File: config.mk
export PLATFORM = sky130hd
export DESIGN_NAME = uart_rx_fifo_flat
export DESIGN_NICKNAME = d
export VERILOG_FILES = /design/src/rtl/uart_rx_fifo_if.sv /design/src/rtl/uart_rx_fifo.sv /design/src/flat_wrapper.sv
export SDC_FILE = /design/constraint.sdc
export NUM_CORES = 1
export LEC_CHECK = 0
export ABC_CLOCK_PERIOD_IN_PS = 4680
export CORE_UTILIZATION = 50
export CTS_BUF_LIST = sky130_fd_sc_hd__clkbuf_2
export DETAILED_ROUTE_END_ITERATION = 8
export GPL_ROUTABILITY_DRIVEN = 1
export PLACE_DENSITY = 0.69
export SYNTH_ARGS = -nofsm -noshare
export SYNTH_HDL_FRONTEND = slang
export SYNTH_SLANG_ARGS = --single-unit
export TNS_END_PERCENT = 100
File: constraint.sdc
create_clock -name clk -period 4.68 [get_ports clk]
set_input_delay 0.468 -clock clk [delete_from_list [all_inputs] [get_ports clk]]
set_output_delay 0.468 -clock clk [all_outputs]
set_load 0.02 [all_outputs]
File: src/rtl/uart_rx_fifo_if.sv
// uart_rx_fifo_if
//   Bundles the signals of the UART receive buffer. This covers the byte-done
//   pulse from the receiver, the FWFT read port, and the status and overflow
//   reporting.
//   slave  : the FIFO side. It takes the receiver pulse, rd_ready and
//            clr_overflow. It drives the read port and the status outputs.
//   master : the surrounding logic. Its directions are the reverse of slave.
interface uart_rx_fifo_if #(
    parameter int PAYLOAD_BITS = 8,
    parameter int DEPTH        = 16
);
    localparam int ADDR_W = $clog2(DEPTH);

    logic                    uart_rx_valid;
    logic                    uart_rx_break;
    logic [PAYLOAD_BITS-1:0] uart_rx_data;
    logic                    rd_ready;
    logic                    rd_valid;
    logic [PAYLOAD_BITS-1:0] rd_data;
    logic                    rd_break;
    logic [ADDR_W:0]         count;
    logic                    full;
    logic                    rx_level;
    logic                    overflow;
    logic [7:0]              drop_count;
    logic                    clr_overflow;

    modport slave (
        input  uart_rx_valid, uart_rx_break, uart_rx_data, rd_ready, clr_overflow,
        output rd_valid, rd_data, rd_break, count, full, rx_level, overflow, drop_count
    );

    modport master (
        output uart_rx_valid, uart_rx_break, uart_rx_data, rd_ready, clr_overflow,
        input  rd_valid, rd_data, rd_break, count, full, rx_level, overflow, drop_count
    );
endinterface

File: src/rtl/uart_rx_fifo.sv
// uart_rx_fifo
//   Circular receive buffer that sits after the UART receiver. Each one-cycle
//   valid pulse stores {break, data} as one entry. The head entry is shown
//   first-word-fall-through on a valid/ready read port. If the buffer is full
//   and nothing pops, the incoming byte is dropped. A drop sets a sticky
//   overflow flag and bumps a saturating 8-bit drop counter.
// Ports
//   clk    : system clock
//   resetn : asynchronous active-low reset; discards all entries
//   bus    : uart_rx_fifo_if.slave. It carries the receiver pulse, the read
//            port, count/full/rx_level, and overflow/drop_count/clr_overflow.
module uart_rx_fifo #(
    parameter int PAYLOAD_BITS = 8,
    parameter int DEPTH        = 16,
    parameter int LEVEL        = 8
) (
    input  logic           clk,
    input  logic           resetn,
    uart_rx_fifo_if.slave  bus
);
    localparam int ADDR_W = $clog2(DEPTH);
    localparam logic [ADDR_W:0] CNT_FULL  = (ADDR_W+1)'(DEPTH);
    localparam logic [ADDR_W:0] CNT_LEVEL = (ADDR_W+1)'(LEVEL);

    logic [PAYLOAD_BITS:0] mem [DEPTH];
    logic [ADDR_W-1:0]     wr_ptr, rd_ptr;
    logic [ADDR_W:0]       count;
    logic                  overflow;
    logic [7:0]            drop_count;

    logic push, pop, full, wr_en, drop;

    assign full  = (count == CNT_FULL);
    assign push  = bus.uart_rx_valid;
    assign pop   = (count != '0) & bus.rd_ready;
    // A pop in the same cycle frees the slot, so a full FIFO can still accept.
    assign wr_en = push & (~full | pop);
    assign drop  = push & full & ~pop;

    // Storage has no reset; entries are only visible through count.
    always_ff @(posedge clk) begin
        if (wr_en) mem[wr_ptr] <= {bus.uart_rx_break, bus.uart_rx_data};
    end

    always_ff @(posedge clk or negedge resetn) begin
        if (!resetn) begin
            wr_ptr <= '0;
            rd_ptr <= '0;
            count  <= '0;
        end else begin
            if (wr_en) wr_ptr <= wr_ptr + ADDR_W'(1);
            if (pop)   rd_ptr <= rd_ptr + ADDR_W'(1);
            if (wr_en && !pop)      count <= count + (ADDR_W+1)'(1);
            else if (pop && !wr_en) count <= count - (ADDR_W+1)'(1);
        end
    end

    // A drop in the same cycle as clr_overflow wins and restarts the tally at 1.
    always_ff @(posedge clk or negedge resetn) begin
        if (!resetn) begin
            overflow   <= 1'b0;
            drop_count <= '0;
        end else if (drop) begin
            overflow   <= 1'b1;
            if (bus.clr_overflow)        drop_count <= 8'd1;
            else if (drop_count != 8'hFF) drop_count <= drop_count + 8'd1;
        end else if (bus.clr_overflow) begin
            overflow   <= 1'b0;
            drop_count <= '0;
        end
    end

    assign {bus.rd_break, bus.rd_data} = mem[rd_ptr];
    assign bus.rd_valid   = (count != '0);
    assign bus.count      = count;
    assign bus.full       = full;
    assign bus.rx_level   = (count >= CNT_LEVEL);
    assign bus.overflow   = overflow;
    assign bus.drop_count = drop_count;
endmodule

File: src/flat_wrapper.sv
// flat-port wrapper written by rule: the top's interface ports become plain ports
module uart_rx_fifo_flat 
#(
    parameter int PAYLOAD_BITS = 8,
    parameter int DEPTH        = 16,
    parameter int LEVEL        = 8
)
  (clk, resetn, bus_uart_rx_valid, bus_uart_rx_break, bus_uart_rx_data, bus_rd_ready, bus_clr_overflow, bus_rd_valid, bus_rd_data, bus_rd_break, bus_count, bus_full, bus_rx_level, bus_overflow, bus_drop_count);
  uart_rx_fifo_if #(.PAYLOAD_BITS(PAYLOAD_BITS), .DEPTH(DEPTH)) bus_i ();
  input  logic clk;
  input  logic resetn;
  input wire logic [$bits(bus_i.uart_rx_valid)-1:0] bus_uart_rx_valid;
  input wire logic [$bits(bus_i.uart_rx_break)-1:0] bus_uart_rx_break;
  input wire logic [$bits(bus_i.uart_rx_data)-1:0] bus_uart_rx_data;
  input wire logic [$bits(bus_i.rd_ready)-1:0] bus_rd_ready;
  input wire logic [$bits(bus_i.clr_overflow)-1:0] bus_clr_overflow;
  output wire logic [$bits(bus_i.rd_valid)-1:0] bus_rd_valid;
  output wire logic [$bits(bus_i.rd_data)-1:0] bus_rd_data;
  output wire logic [$bits(bus_i.rd_break)-1:0] bus_rd_break;
  output wire logic [$bits(bus_i.count)-1:0] bus_count;
  output wire logic [$bits(bus_i.full)-1:0] bus_full;
  output wire logic [$bits(bus_i.rx_level)-1:0] bus_rx_level;
  output wire logic [$bits(bus_i.overflow)-1:0] bus_overflow;
  output wire logic [$bits(bus_i.drop_count)-1:0] bus_drop_count;
  assign bus_i.uart_rx_valid = bus_uart_rx_valid;
  assign bus_i.uart_rx_break = bus_uart_rx_break;
  assign bus_i.uart_rx_data = bus_uart_rx_data;
  assign bus_i.rd_ready = bus_rd_ready;
  assign bus_i.clr_overflow = bus_clr_overflow;
  assign bus_rd_valid = bus_i.rd_valid;
  assign bus_rd_data = bus_i.rd_data;
  assign bus_rd_break = bus_i.rd_break;
  assign bus_count = bus_i.count;
  assign bus_full = bus_i.full;
  assign bus_rx_level = bus_i.rx_level;
  assign bus_overflow = bus_i.overflow;
  assign bus_drop_count = bus_i.drop_count;
  uart_rx_fifo #(.PAYLOAD_BITS(PAYLOAD_BITS), .DEPTH(DEPTH), .LEVEL(LEVEL)) u_core (.clk(clk), .resetn(resetn), .bus(bus_i));
endmodule
# Word level (Yosys, flattened, before mapping)
# Memories as Yosys holds them, arrays and structs flattened.
# Cells that the tools add are included.
[word_totals]
regBits = 22
ram_bits = 144
out_inout_bits = 26
wordCells = 40
memories = 1
[memory_table]
columns = ["memory", "depth", "width", "rd", "rd_clocked_by_memory_dff", "wr", "line_no", "source"]
rows = [
  ["u_core.mem", 16, 9, 1, 0, 1, "uart_rx_fifo.sv:25", "logic [PAYLOAD_BITS:0] mem [DEPTH];"],
]
[classes]
add_sub_neg = 5
n_lt_le_gt_ge = 1
eq_ne = 2
mux = 10
n_bitwise = 7
reduce_logical = 9
[ops]
columns = ["op", "n"]
rows = [
  ["$mux W8", 4],
  ["$mux W5", 2],
  ["$add A4 B1 Y4 const B", 2],
  ["$add A8 B1 Y8 const B", 1],
  ["$ne A8 B8 Y1 const B", 1],
  ["$reduce_bool A2 Y1", 3],
  ["$add A5 B1 Y5 const B", 1],
  ["$eq A5 B5 Y1 const B", 1],
  ["$ge A5 B4 Y1 const B", 1],
  ["$reduce_bool A5 Y1", 1],
  ["$sub A5 B1 Y5 const B", 1],
  ["$and A1 B1 Y1", 4],
  ["$mux W1", 4],
  ["$logic_and A1 B1 Y1", 2],
  ["$logic_not A1 Y1", 2],
  ["$not A1 Y1", 2],
  ["$reduce_and A2 Y1", 1],
  ["$or A1 B1 Y1", 1],
]

# Longest topological paths before layout
[logic_depth]
ltp_word = 8
mapped_depth = 11
depth_no_buf = 10

# Worst setup path before layout
# No wires, ideal clock.
[synth_path]
path_kind = "reg2reg"
start = "register u_core.count[1], in the netlist u_core.bus.count[1]"
end = "register u_core.count[4], in the netlist u_core.bus.count[4]"
arrival_ns = 2.737
slack_ns = 1.796
stages_incl_launch_ff = 12
period_less_slack_ns = 2.884
cell_sequence = "dfrtp_1 -> or3_1 -> buf_2 -> o41a_1 -> clkbuf_1 -> ha_1 -> inv_1 -> ha_1 -> nor2b_1 -> o21a_1 -> o2111ai_1 -> o311ai_0"
[synth_via]
elab_chain_cells = 7
word_cells_on_any_way = 15
classes_between = "add/sub: 2; eq/ne: 1; mux: 2; bitwise: 4; reduce/logical: 6"
[synth_rtl]
columns = ["element", "line_no", "source"]
rows = [
  ["start: declaration", "uart_rx_fifo.sv:27", "logic [ADDR_W:0] count;"],
  ["start signal: assignment", "uart_rx_fifo.sv:53", "if (wr_en && !pop) count <= count + (ADDR_W+1)'(1);"],
  ["start signal: assignment", "uart_rx_fifo.sv:54", "else if (pop && !wr_en) count <= count - (ADDR_W+1)'(1);"],
  ["$reduce_bool A5 Y1 / $eq A5 B5 Y1 (equally long branches)", "uart_rx_fifo.sv:35, uart_rx_fifo.sv:33", ""],
  ["$and A1 B1 Y1 / $not A1 Y1 (equally long branches)", "uart_rx_fifo.sv:35, uart_rx_fifo.sv:37", ""],
  ["$or A1 B1 Y1 *", "uart_rx_fifo.sv:37", "assign wr_en = push & (~full | pop);"],
  ["$and A1 B1 Y1 *", "uart_rx_fifo.sv:37", ""],
  ["via u_core.wr_en", "uart_rx_fifo.sv:31", "logic push, pop, full, wr_en, drop;"],
  ["$logic_not A1 Y1", "uart_rx_fifo.sv:54", ""],
  ["$logic_and A1 B1 Y1", "uart_rx_fifo.sv:54", ""],
  ["$reduce_bool A2 Y1 (no source line)", "-", ""],
]
# The timed path passes the listed nets; every way through them passes the cells marked *. The select of a mux whose other input is x is not followed.
# A chain may end at the register's enable or synchronous reset.

# Worst setup path in the final report
[layout_path]
start = "register u_core.rd_ptr[0]"
end = "output port bus_rd_data[7]"
[layout_via]
elab_chain_cells = 1
[layout_rtl]
columns = ["element", "line_no", "source"]
rows = [
  ["start: declaration", "uart_rx_fifo.sv:26", "logic [ADDR_W-1:0] wr_ptr, rd_ptr;"],
  ["start signal: assignment", "uart_rx_fifo.sv:52", "if (pop) rd_ptr <= rd_ptr + ADDR_W'(1);"],
  ["$mem_v2 Z16 W9", "-", ""],
  ["end: declaration", "flat_wrapper.sv:18", "output wire logic [$bits(bus_i.rd_data)-1:0] bus_rd_data;"],
]
# Every way passes these cells.

==> run metrics <==
Net Count, Synth 397; gpl congestion approximately 0.78; met1 Usage GRT 0.266; Lkg Pwr between 2 and 3 nW; Worst EP required around 4.2 ns; Crit Path Class flip-flop to output port; Root Driver clkbuf_2; IO Count 40; unrepaired setup endpoints after global routing no; Placement Rows 42; Post-Syn Instances around 370; register bit total from synthesis approximately 170; Clock transition at path regs around 0.21 ns; Startpoint Class flip-flop; Final setup viols 0; Post-Place Cells between 500 and 600; IO buf count 39; Total GRT Usage 0.202; via count about 3400; met2 Usage GRT 0.336; number of remaining DRC errors 0; Synth cell types 42; Worst-Margin Slew roughly 1.1 ns; number of flops mapped to enable cells by yosys roughly 140; Slowest-stage cell, CP dfrtp_2; Max H-tree Level 4; Max Fclk around 0.26 GHz; Clk Latency, worst-skew pair a little over 0.7 ns; Max Cap Violations 0; nets about 440; Die Span X 118 microns; status completed; area leader, netlist edfxtp_1; P per Cell Area about 560 mW/mm^2; CTS tree done; largest net degree at the start of global routing 39; CTS Buf Count 17; Post-Layout Cell Count 604; crit-path max cell delay approximately 0.95 ns; ys async rst share 0.133; number of global-route vias before repair between 3000 and 4000; layout cell share with drive strength beyond 1 0.185; Mapped Area around 0.0067 sq mm; setup bufs post-CTS 0; syn_area_per_cell between 15 and 20 sq um; Total Power 0.00426 W; initial antenna violation count 0; drt pass-1 iters 4; headroom to the max-slew limit 0.264; Vert. Die Dim about 120 microns; Routed WL ~13000 microns; GR Layer Usage met3 0.0451; Synth Flop Type edfxtp_1; Max Slew Vio Count 0; min Tclk post-route around 3.8 ns; core footprint ~0.013 sq mm; CP Max Fanout 25; dpl hpwl slightly above 8000 microns; Peak VDD IR approximately 0.32 mV; vias per cell 5.67; top cells by area, synth edfxtp_1 (64%), mux4_2 (12%), dfrtp_1 (8.2%); Min Hold Slack about 0.29 ns; n_diodes 0; DR WL/cell ~21 microns; cts hold-fix bufs 0; WP data arrival between 3 and 4 ns; Final Skew ~0.027 ns; post-CTS sizing 0; post-synthesis sequential area ratio 0.723; Final TNS setup 0 ns; CP endpoint kind output port; fillcell total 1035; Ys Warns 0; first-pass GRT wire length about 20000 microns; Synth top area share 0.641; Area growth syn-to-layout 12.5%; Final Hold Fails 0; post-route clock period utilization 0.822; Critical Path, Cell by Cell buf_4 > mux4_2 > a22oi_1 > nand2_1 > clkdlybuf4s50_1; Util after Layout 0.575; GRT Residual Overflow 0; CTS Sinks between 150 and 200; CTS Buffer Depth 2; starting density of the core 0.511; DRT iter0 DRCs approximately 220; remaining antenna violation count 0; die area 0.0140 sq mm; Top Usage Layer GRT met2; HP Class input port to async pin
state kept, by name, indices dropped and copies added, names as in the netlist:
register               flops
u_core.bus.count           5
u_core.mem               144
u_core.bus.drop_count      8
u_core.bus.overflow        1
u_core.wr_ptr              4
u_core.rd_ptr              4
placed cells by master, fill, tap and decap left out, types with 2 or more instances in the layout:
cell type / n
a21oi_1: 4
a22oi_1: 18
buf_4: 3
bufinv_16: 4
clkbuf_2: 21
clkdlybuf4s50_1: 39
clkinv_2: 5
dfrtp_1: 21
edfxtp_1: 144
ha_1: 11
inv_1: 11
mux2i_1: 2
mux4_2: 36
nand2_1: 22
nand2b_1: 2
nand3_1: 7
nand4_1: 3
nor2_1: 17
nor2b_1: 5
nor3_2: 4
nor4_1: 3
o2111ai_1: 3
o211ai_1: 2
o21a_1: 2
o21ai_0: 4
o31ai_1: 2
or2_2: 2
or3_1: 3
or4_1: 2
xnor2_1: 7
xor2_1: 2
where the power goes:
group          switching [W]  internal, W  leakage (nW)
registers           0.000168      0.00180          1.58
logic               0.000776     0.000714         0.760
clock network       0.000455     0.000353         0.165
total                0.00140      0.00287          2.50
worst paths after layout:
check	to	depth (start not counted)	slack (ns)	from
min reg2reg	u_core.rd_ptr[1]	1	0.53	u_core.rd_ptr[1]
min in group clk	u_core.bus.drop_count[4]	2	0.53	bus_clr_overflow
max	bus_rd_data[7]	5	0.83	u_core.rd_ptr[0]
min	u_core.bus.count[3]	1	0.29	resetn
max in group asynchronous	u_core.rd_ptr[0]	1	3.69	resetn
max reg2reg	u_core.bus.count[4]	9	1.61	u_core.bus.count[1]
through the flow:
| step | worst slack (ns) | area, sq um |
|---|---|---|
| global route | 0.560 | 7590 |
| global placement | 1.54 | 7330 |
| detailed placement | 1.54 | 7330 |
| finish | 0.835 | 7590 |
| floorplan | 1.80 | 6740 |
| CTS | 0.697 | 7590 |
cells in the mapped netlist (3+ instances only):
| cell type | count |
|---|---|
| nand2_1 | 22 |
| clkbuf_1 | 8 |
| nor2_1 | 17 |
| o21ai_0 | 4 |
| xnor2_1 | 7 |
| buf_1 | 4 |
| nor3_1 | 5 |
| inv_1 | 11 |
| buf_2 | 5 |
| nand3_1 | 7 |
| ha_1 | 11 |
| nor2b_1 | 5 |
| or3_1 | 3 |
| a22oi_1 | 18 |
| nor4_1 | 3 |
| o2111ai_1 | 3 |
| mux4_2 | 36 |
| edfxtp_1 | 144 |
| dfrtp_1 | 22 |
| nand4_1 | 3 |
| a21oi_1 | 4 |
layer usage:
layer / vias to the layer above / wire length [microns] / part of all wire
li1: 1571 / - / -
met1: 1753 / 5480 / 0.42
met2: 91 / 6630 / 0.51
met3: 12 / 670 / 0.052
met4: 0 / 121 / 0.0094
met5: - / 0 / 0
area by class of cell:
cell class / count / area (sq um) / share of cell area
clock inverters: 11 / 156 / 0.0206
well taps: 176 / 220 / 0.0290
inverters: 11 / 41.3 / 0.00544
flip-flops and latches: 166 / 4880 / 0.643
multi-input cells: 177 / 1780 / 0.234
clock buffers: 21 / 105 / 0.0139
repair buffers: 42 / 413 / 0.0544
kinds of logic after synthesis:
group                      count (synthesis)  share of synthesized area
xor gates and xnor gates                   9                     0.0117
DFF                                      166                      0.723
and+or+nand+nor                           75                     0.0548
adders and majority gates                 12                     0.0234
buffers and inverters                     28                     0.0165
muxes                                     40                      0.127
AOI/OAI and AO/OA                         41                     0.0440
worst max-delay path: cells and delay by family, from the launching register on:
kind	cells	cell delay, ns
simple gates	1	0.11
buf+inv	2	0.89
flops	1	0.95
compound gates	1	0.20
mux	1	0.52
(Power assumes the default switching activity.)
